### config.mk
export PLATFORM = sky130hd
export DESIGN_NAME = mips_instr_encoder
export DESIGN_NICKNAME = d
export VERILOG_FILES = /design/src/rtl/mips_isa_pkg.sv /design/src/rtl/mips_instr_pack.sv /design/src/rtl/mips_instr_encoder.sv
export SDC_FILE = /design/constraint.sdc
export NUM_CORES = 1
export LEC_CHECK = 0
export CAP_MARGIN = 20
export CORE_MARGIN = 2
export CORE_UTILIZATION = 28
export CTS_CLUSTER_DIAMETER = 30
export CTS_CLUSTER_SIZE = 20
export DETAILED_ROUTE_END_ITERATION = 10
export HOLD_SLACK_MARGIN = 0.03
export SLEW_MARGIN = 20
export SYNTH_ARGS = -nofsm -noshare
export SYNTH_HDL_FRONTEND = slang
export SYNTH_SLANG_ARGS = --single-unit
### constraint.sdc
create_clock -name clk -period 3 [get_ports clk]
set_input_delay 0.6 -clock clk [delete_from_list [all_inputs] [get_ports clk]]
set_output_delay 0.6 -clock clk [all_outputs]
set_load 0.1 [all_outputs]
### src/rtl/mips_isa_pkg.sv
// MIPS subset ISA constants: request selector, opcodes, funct codes and
// field-packing helpers shared by the instruction encoder.
package mips_isa_pkg;

  typedef enum logic [4:0] {
    SelAdd  = 5'd0,  SelSub  = 5'd1,  SelAnd  = 5'd2,  SelOr   = 5'd3,
    SelSlt  = 5'd4,  SelSltu = 5'd5,  SelAddu = 5'd6,  SelSubu = 5'd7,
    SelSll  = 5'd8,  SelNor  = 5'd9,  SelSrl  = 5'd10, SelSllv = 5'd11,
    SelSrlv = 5'd12, SelJr   = 5'd13, SelJalr = 5'd14, SelAddi = 5'd15,
    SelOri  = 5'd16, SelLw   = 5'd17, SelSw   = 5'd18, SelBeq  = 5'd19,
    SelLui  = 5'd20, SelSlti = 5'd21, SelBne  = 5'd22, SelAndi = 5'd23,
    SelJ    = 5'd24, SelJal  = 5'd25
  } instr_sel_e;

  localparam logic [5:0] OpRtype = 6'h00;
  localparam logic [5:0] OpAddi  = 6'h08;
  localparam logic [5:0] OpOri   = 6'h0D;
  localparam logic [5:0] OpLw    = 6'h23;
  localparam logic [5:0] OpSw    = 6'h2B;
  localparam logic [5:0] OpBeq   = 6'h04;
  localparam logic [5:0] OpLui   = 6'h0F;
  localparam logic [5:0] OpSlti  = 6'h0A;
  localparam logic [5:0] OpBne   = 6'h05;
  localparam logic [5:0] OpAndi  = 6'h0C;
  localparam logic [5:0] OpJ     = 6'h02;
  localparam logic [5:0] OpJal   = 6'h03;

  localparam logic [5:0] FnAdd  = 6'h20;
  localparam logic [5:0] FnSub  = 6'h22;
  localparam logic [5:0] FnAnd  = 6'h24;
  localparam logic [5:0] FnOr   = 6'h25;
  localparam logic [5:0] FnSlt  = 6'h2A;
  localparam logic [5:0] FnSltu = 6'h2B;
  localparam logic [5:0] FnAddu = 6'h21;
  localparam logic [5:0] FnSubu = 6'h23;
  localparam logic [5:0] FnSll  = 6'h00;
  localparam logic [5:0] FnNor  = 6'h27;
  localparam logic [5:0] FnSrl  = 6'h02;
  localparam logic [5:0] FnSllv = 6'h04;
  localparam logic [5:0] FnSrlv = 6'h06;
  localparam logic [5:0] FnJr   = 6'h08;
  localparam logic [5:0] FnJalr = 6'h09;

  function automatic logic [31:0] enc_r(input logic [4:0] rs, input logic [4:0] rt,
                                        input logic [4:0] rd, input logic [4:0] shamt,
                                        input logic [5:0] funct);
    return {OpRtype, rs, rt, rd, shamt, funct};
  endfunction

  function automatic logic [31:0] enc_i(input logic [5:0] op, input logic [4:0] rs,
                                        input logic [4:0] rt, input logic [15:0] imm);
    return {op, rs, rt, imm};
  endfunction

endpackage

### src/rtl/mips_instr_pack.sv
// Combinational mapping from an instruction request to its 32-bit word.
// Fields an instruction does not use are forced to zero.
module mips_instr_pack
  import mips_isa_pkg::*;
(
  input  logic [4:0]  sel,
  input  logic [4:0]  rs,
  input  logic [4:0]  rt,
  input  logic [4:0]  rd,
  input  logic [4:0]  shamt,
  input  logic [15:0] imm,
  input  logic [25:0] target,
  output logic [31:0] word,
  output logic        illegal
);

  always_comb begin
    word    = '0;
    illegal = 1'b0;
    case (sel)
      SelAdd:  word = enc_r(rs, rt, rd, 5'd0, FnAdd);
      SelSub:  word = enc_r(rs, rt, rd, 5'd0, FnSub);
      SelAnd:  word = enc_r(rs, rt, rd, 5'd0, FnAnd);
      SelOr:   word = enc_r(rs, rt, rd, 5'd0, FnOr);
      SelSlt:  word = enc_r(rs, rt, rd, 5'd0, FnSlt);
      SelSltu: word = enc_r(rs, rt, rd, 5'd0, FnSltu);
      SelAddu: word = enc_r(rs, rt, rd, 5'd0, FnAddu);
      SelSubu: word = enc_r(rs, rt, rd, 5'd0, FnSubu);
      SelSll:  word = enc_r(5'd0, rt, rd, shamt, FnSll);
      SelNor:  word = enc_r(rs, rt, rd, 5'd0, FnNor);
      SelSrl:  word = enc_r(5'd0, rt, rd, shamt, FnSrl);
      SelSllv: word = enc_r(rs, rt, rd, 5'd0, FnSllv);
      SelSrlv: word = enc_r(rs, rt, rd, 5'd0, FnSrlv);
      SelJr:   word = enc_r(rs, 5'd0, 5'd0, 5'd0, FnJr);
      SelJalr: word = enc_r(rs, 5'd0, rd, 5'd0, FnJalr);
      SelAddi: word = enc_i(OpAddi, rs, rt, imm);
      SelOri:  word = enc_i(OpOri, rs, rt, imm);
      SelLw:   word = enc_i(OpLw, rs, rt, imm);
      SelSw:   word = enc_i(OpSw, rs, rt, imm);
      SelBeq:  word = enc_i(OpBeq, rs, rt, imm);
      SelLui:  word = enc_i(OpLui, 5'd0, rt, imm);
      SelSlti: word = enc_i(OpSlti, rs, rt, imm);
      SelBne:  word = enc_i(OpBne, rs, rt, imm);
      SelAndi: word = enc_i(OpAndi, rs, rt, imm);
      SelJ:    word = {OpJ, target};
      SelJal:  word = {OpJal, target};
      default: illegal = 1'b1;
    endcase
  end

endmodule

### src/rtl/mips_instr_encoder.sv
// Streams encoded MIPS instructions into instruction memory starting at a
// latched base address, one registered write per legal request.
module mips_instr_encoder
  import mips_isa_pkg::*;
#(
  parameter int unsigned ADDR_W = 8
) (
  input  logic              clk,
  input  logic              rstn,
  input  logic              start,
  input  logic [ADDR_W-1:0] base_addr,
  input  logic              in_valid,
  output logic              in_ready,
  input  logic [4:0]        in_sel,
  input  logic [4:0]        in_rs,
  input  logic [4:0]        in_rt,
  input  logic [4:0]        in_rd,
  input  logic [4:0]        in_shamt,
  input  logic [15:0]       in_imm,
  input  logic [25:0]       in_target,
  input  logic              in_last,
  output logic              im_we,
  output logic [ADDR_W-1:0] im_addr,
  output logic [31:0]       im_wdata,
  output logic              busy,
  output logic              done,
  output logic              err_illegal,
  output logic              err_overflow,
  output logic [ADDR_W:0]   word_count
);

  localparam logic [ADDR_W:0] DepthCnt = {1'b1, {ADDR_W{1'b0}}};
  localparam logic [ADDR_W:0] CntOne   = 1;

  typedef enum logic [1:0] {StIdle, StRun, StDone} state_e;

  state_e            state_q, state_d;
  logic [ADDR_W-1:0] base_q;
  logic [ADDR_W:0]   count_q;
  logic [ADDR_W:0]   count_inc;
  logic              err_illegal_q, err_overflow_q;
  logic              im_we_q;
  logic [ADDR_W-1:0] im_addr_q;
  logic [31:0]       im_wdata_q;
  logic [31:0]       word;
  logic              illegal;
  logic              accept;
  logic              start_load;
  logic              fills_mem;

  mips_instr_pack u_pack (
    .sel     (in_sel),
    .rs      (in_rs),
    .rt      (in_rt),
    .rd      (in_rd),
    .shamt   (in_shamt),
    .imm     (in_imm),
    .target  (in_target),
    .word    (word),
    .illegal (illegal)
  );

  assign accept     = in_valid && (state_q == StRun);
  assign start_load = start && (state_q != StRun);
  assign count_inc  = count_q + CntOne;
  assign fills_mem  = !illegal && (count_inc == DepthCnt);

  always_comb begin
    state_d = state_q;
    unique case (state_q)
      StIdle, StDone: if (start) state_d = StRun;
      StRun:          if (accept && (in_last || fills_mem)) state_d = StDone;
      default:        state_d = StIdle;
    endcase
  end

  always_ff @(posedge clk or negedge rstn) begin
    if (!rstn) begin
      state_q        <= StIdle;
      base_q         <= '0;
      count_q        <= '0;
      err_illegal_q  <= 1'b0;
      err_overflow_q <= 1'b0;
      im_we_q        <= 1'b0;
      im_addr_q      <= '0;
      im_wdata_q     <= '0;
    end else begin
      state_q <= state_d;
      im_we_q <= accept && !illegal;
      if (start_load) begin
        base_q         <= base_addr;
        count_q        <= '0;
        err_illegal_q  <= 1'b0;
        err_overflow_q <= 1'b0;
      end
      if (accept) begin
        if (illegal) begin
          err_illegal_q <= 1'b1;
        end else begin
          count_q    <= count_inc;
          // Truncation to ADDR_W bits gives the wrap at the top of IM.
          im_addr_q  <= base_q + count_q[ADDR_W-1:0];
          im_wdata_q <= word;
          if (!in_last && fills_mem) err_overflow_q <= 1'b1;
        end
      end
    end
  end

  assign in_ready     = (state_q == StRun);
  assign busy         = (state_q == StRun);
  assign done         = (state_q == StDone);
  assign im_we        = im_we_q;
  assign im_addr      = im_addr_q;
  assign im_wdata     = im_wdata_q;
  assign err_illegal  = err_illegal_q;
  assign err_overflow = err_overflow_q;
  assign word_count   = count_q;

endmodule

==> metrics.cfg, run 1 <==
[power]
irDropWorstVdd_mv=1.13
comb_power_share_pct=59.9
switching_share_pct=56.4
powerDensity_nw_per_um2=1170
seqPwrFrac_pct=23.8
p_leak_nw=2.19
power.switching_w=0.00325
p_clk_share_pct=16.3
p_int_w=0.00251

[setup_path]
cp_data_arrival_time_ns=2.59
path_class=in2reg
critPathLaunchType=input pin
critPathCaptureType=flop
crit_required_ns=3.19
worstPathMaxFanout=15

[worst_hold_path]
min_path_type=in2async

[finish]
fin_cells=640
drive_above_1_share_pct=18.7
mostFrequentLayoutCells=78 x clkdlybuf4s50_1, 64 x buf_4, 61 x dfrtp_1, 55 x o21ai_0, 54 x nand2_1
final_common_cell=clkdlybuf4s50_1
area_growth_pct=49.0
nNetsFinal=581
fillers=1096
diodes=0
fin_util_pct=43.0

[clock_network]
cts_tree=yes
htreeDepth=3
cts_root_buf=clkbuf_16
post-cts-setup-buffers=0
cts_resized=0
cts.sinks=61
numCtsBuffers=9
clock_latency_ns=0.32
cts_hold_buffers=0
path_clk_slew_ns=0.05
cts.path.max_buffers=2

[sta]
max_freq_mhz=416
max_slew_margin_pct=58.5
fin_crit_sh_pct=80.1
hold_violations=0
rsz0062_at_grt=false
period_needed_ns=2.40
fin_skew_ns=0.00440
tightestPinTransition_ns=0.615
slew_violations=0
setup_viol=0
setup_tns_ns=0
hold_ws_ns=0.223
worst_slack_ns=0.598

[placed_design]
dp_hpwl_um=7550
dp_cells=624
dp_slack_ns=0.298
portBuffers=133
gp_congestion=0.828

[die]
die_y_um=113
die_x_um=113
dieArea_sq_um=12700
design.core.area_sq_um=11500
ios=135
initial_core_util_pct=28.9
rows=39

[route]
dr.pass1.iters=6
wire_per_inst_um=15.7
vias=3250
drt_wl_total_um=10000
route.detailed.drc=0
avgViaCountPerCell=5.08
drt_iter0_markers=214
drtAntennaViolNets=0

[synthesis]
yosysUniqueCellTypes=56
yosys_most_used_dff=dfrtp_1
ys_ff_latch=61
yosysWarnings=0
synth-edff-count=0
synthesis.nets=450
syn_area_per_cell_sq_um=9.17
synthCells=361
syn_area_sq_um=3310
synthArstFlopShare_pct=100
ys_seq_area_share_pct=46.1

[grt]
grt_pass1_vias=3170
antenna_found_initial=0
grt_pass1_wl_um=16200
globalRouteTotalUtil_pct=15.9
overflow=0
grt_start_max_net_pins=32

[status]
outcome=complete, no violations

[job]
maxCapViolCount=0

cell families after synthesis:
family | count (synthesis) | synth area share, %
xor gates and xnor gates | 6 | 1.59
AOI/OAI and AO/OA | 121 | 24.4
adders and majority gates | 9 | 3.63
and+or+nand+nor | 118 | 16.7
muxes | 9 | 3.02
DFF | 61 | 46.1
buffers and inverters | 36 | 4.46
other | 1 | 0.113
worst paths after layout:
check,startpoint,end,slack [ns],cells past startpoint
setup / recovery,in_sel[4],im_wdata[14]$_DFFE_PN0P_,0.60,6
hold / removal,rstn,im_wdata[7]$_DFFE_PN0P_,0.22,1
setup reg to reg,word_count[1]$_DFF_PN0_,state_q[0]$_DFFE_PN0P_,0.72,6
hold reg to reg,im_wdata[15]$_DFFE_PN0P_,im_wdata[15]$_DFFE_PN0P_,0.48,2
max in group asynchronous,rstn,im_wdata[17]$_DFFE_PN0P_,2.10,2
min in group clk,im_wdata[15]$_DFFE_PN0P_,im_wdata[15]$_DFFE_PN0P_,0.48,2
metrics by stage:
| stage | instance area [sq um] | total power, W |
|---|---|---|
| 2_1_floorplan | 3310 | 0.00402 |
| 3_3_place_gp | 4670 | 0.00483 |
| 3_5_place_dp | 4670 | 0.00486 |
| 4_1_cts | 4940 | 0.00581 |
| 5_1_grt | 4940 | 0.00604 |
| 6_report | 4940 | 0.00576 |
flip-flops by register name, indices dropped and copies added (netlist names):
signal,count
err_overflow,1
im_wdata,31
im_addr,8
state_q,2
err_illegal,1
im_we,1
word_count,9
base_q,8
critical path, cell delays in order:
cell and delay (ns):
clkdlybuf4s50_1 0.76, nor2b_1 0.14, nand4_1 0.11, nand2_1 0.37, a222oi_1 0.46, o21ai_0 0.14
power groups by stage:
stage,registers [W],clock network [W],logic [W]
after floorplan,0.00320,0,0.000824
after global placement,0.00137,0,0.00345
after detailed placement,0.00138,0,0.00347
final,0.00137,0.000938,0.00345
after CTS,0.00138,0.000963,0.00348
after global routing,0.00142,0.00101,0.00361
cell type report:
type                            instances  area, sq um  area share, %
Clock inverter                          4         23.8          0.482
Timing Repair Buffer                  143         1270           25.7
Multi-Input combinational cell        264         1650           33.3
Clock buffer                           12          246           4.99
Tap cell                              143          179           3.62
Inverter                               13         48.8          0.989
Sequential cell                        61         1530           30.9
per-layer routing:
metal,vias up,track usage (%),wire length (um)
met3,8,4.61,762
met5,-,0,0
met2,113,24.7,4560
met1,1540,21.5,4600
met4,0,5.04,98
li1,1589,-,-
synth_stat cells (5+ instances only):
master,count,area (sq um)
dfrtp_1,61,1530
nand2_1,55,206
o21ai_0,55,275
nor2_1,29,109
clkbuf_1,14,52.6
a222oi_1,12,120
inv_1,12,45.0
a21oi_1,9,45.0
a221oi_1,8,70.1
ha_1,8,100
mux2_2,8,90.1
nor2b_1,6,37.5
a31oi_1,5,31.3
a32oi_1,5,43.8
(Power assumes the default switching activity.)
==> inputs of run 2 (changes only) <==
==> constraint.sdc (replaced) <==
create_clock -name clk -period 2.3 [get_ports clk]
set_input_delay 0.46 -clock clk [delete_from_list [all_inputs] [get_ports clk]]
set_output_delay 0.46 -clock clk [all_outputs]
set_load 0.1 [all_outputs]
==> metrics.cfg, run 2 (synthesis gave the netlist of run 1 again) <==
[placed_design]
dp_hpwl_um=7510  ; -0.62%
gp_congestion=0.767  ; -7.3%
portBuffers=133  ; unchanged
dp_cells=635  ; +1.8%
dp_slack_ns=-0.000943  ; -0.299 ns

[status]
outcome=complete, no violations

[sta]
tightestPinTransition_ns=0.720  ; +0.105 ns
slew_violations=0  ; unchanged
setup_tns_ns=0  ; unchanged
rsz0062_at_grt=false
fin_crit_sh_pct=93.7
max_freq_mhz=464
worst_slack_ns=0.144  ; -0.454 ns
fin_skew_ns=0.00709  ; +0.00269 ns
period_needed_ns=2.16
max_slew_margin_pct=52.0  ; -6.5 points
hold_violations=0  ; unchanged
setup_viol=0  ; unchanged

[finish]
largest_reg_flops=31  ; unchanged
nNetsFinal=592  ; +1.9%
area_growth_pct=54.9
multiInputGateArea_sq_um=1650  ; unchanged
fin_cells=651  ; +1.7%
mostFrequentLayoutCells=78 x clkdlybuf4s50_1, 71 x buf_4, 55 x o21ai_0, 54 x nand2_1, 54 x dfrtp_1
diodes=0  ; unchanged
fin_util_pct=44.7  ; +1.7 points
drive_above_1_share_pct=22.0  ; +3.3 points
register_area_sq_um=1540  ; +0.90%
fillers=1099  ; +0.27%
final_common_cell=clkdlybuf4s50_1

[grt]
globalRouteTotalUtil_pct=16.1  ; +0.18 points
grt_pass1_wl_um=16300  ; +0.98%
grt_start_max_net_pins=56  ; +75%
antenna_found_initial=0  ; unchanged
grt_pass1_vias=3242  ; +2.3%
overflow=0  ; unchanged

[clock_network]
numCtsBuffers=9  ; unchanged
cts.sinks=61  ; unchanged
htreeDepth=3  ; unchanged
clock_latency_ns=0.32  ; about the same
cts_root_buf=clkbuf_16
post-cts-setup-buffers=0  ; unchanged
cts.path.max_buffers=2  ; unchanged
cts_tree=yes
path_clk_slew_ns=0.06  ; about the same

[worst_hold_path]
min_path_type=in2async

[route]
route.detailed.drc=0  ; unchanged
drtAntennaViolNets=0  ; unchanged
wire_per_inst_um=15.2  ; -2.7%
avgViaCountPerCell=5.02  ; -1.2%
drt_wl_total_um=9910  ; -1.1%
dr.pass1.iters=5  ; -1
vias=3266  ; +0.49%
drt_iter0_markers=330  ; +54%

[setup_path]
critPathCaptureType=flop
r2r_end=state_q[1]$_DFFE_PN0P_
cp_data_arrival_time_ns=2.40  ; -0.19 ns
worstPathMaxFanout=7  ; -8
crit_required_ns=2.55  ; -0.64 ns
critPathLaunchType=flop
r2r_cells=7  ; +1
path_class=reg2reg
regToRegStartpoint=word_count[0]$_DFF_PN0_
rrSetupSlack_ns=0.14  ; -0.58 ns

[power]
irDropWorstVdd_mv=1.08  ; -4.2%
powerDensity_nw_per_um2=1530  ; +31%
p_leak_nw=2.26  ; +3.3%
power_w=0.00784  ; +36%

[die]
initial_core_util_pct=28.9  ; unchanged
dieArea_sq_um=12700  ; unchanged
die_x_um=113  ; unchanged
design.core.area_sq_um=11500  ; unchanged
die_y_um=113  ; unchanged
rows=39  ; unchanged
ios=135  ; unchanged

[job]
maxCapViolCount=0  ; unchanged

==> run 2: cell type report <==
class | count | share of cell area (%)
multi-input combinational | 264 | 32.1
sequential | 61 | 30.0
timing repair buffer | 154 | 27.3
clock buffer | 10 | 4.46
tap | 143 | 3.49
clock inverter | 6 | 1.73
inverter | 13 | 0.951
==> run 2: worst max path at each step <==
stage / startpoint / slack (ns) / cells after the start / to
CTS: word_count[0]$_DFF_PN0_ / 0.14 / 7 / state_q[1]$_DFFE_PN0P_
global route: word_count[0]$_DFF_PN0_ / 0.005 / 6 / state_q[0]$_DFFE_PN0P_
detailed placement: in_sel[1] / -0.0009 / 7 / im_wdata[18]$_DFFE_PN0P_
global placement: in_sel[3] / 0.07 / 7 / word_count[7]$_DFF_PN0_
floorplan: word_count[0]$_DFF_PN0_ / 0.03 / 6 / state_q[0]$_DFFE_PN0P_
finish: word_count[0]$_DFF_PN0_ / 0.14 / 7 / state_q[1]$_DFFE_PN0P_
==> run 2: layer usage <==
metal | track usage (%) | wire length, um
met5 | 0 | 0
met4 | 5.20 | 111
met3 | 4.66 | 677
met2 | 24.6 | 4450
met1 | 22.1 | 4670
==> run 2: per-stage QoR <==
stage          cell area [sq um]  hold slack, ns
6_report                    5130           0.190
5_1_grt                     5130           0.246
4_1_cts                     5130           0.215
3_5_place_dp                4810           0.465
3_3_place_gp                4810           0.462
2_1_floorplan               3330           0.164
==> run 2: worst max-delay path, stage by stage, from the launching register on <==
cell and delay (ns):
dfrtp_4 0.48, ha_1 0.30, xnor2_1 0.17, or4b_4 0.52, a221oi_2 0.29, buf_4 0.16
o21ai_0 0.08, o21ai_0 0.08
==> run 2: power breakdown <==
group | internal [W] | switching, W
clock | 0.000948 | 0.000488
sequential | 0.00151 | 0.000253
combinational | 0.00111 | 0.00353
==> run 2: repair_timing <==
item / CTS / global route
hold endpoints to repair: 0 / 0
hold buffers: 0 / 0
gates resized for setup: 0 / 0
endpoints found under the setup margin: 0 / 2
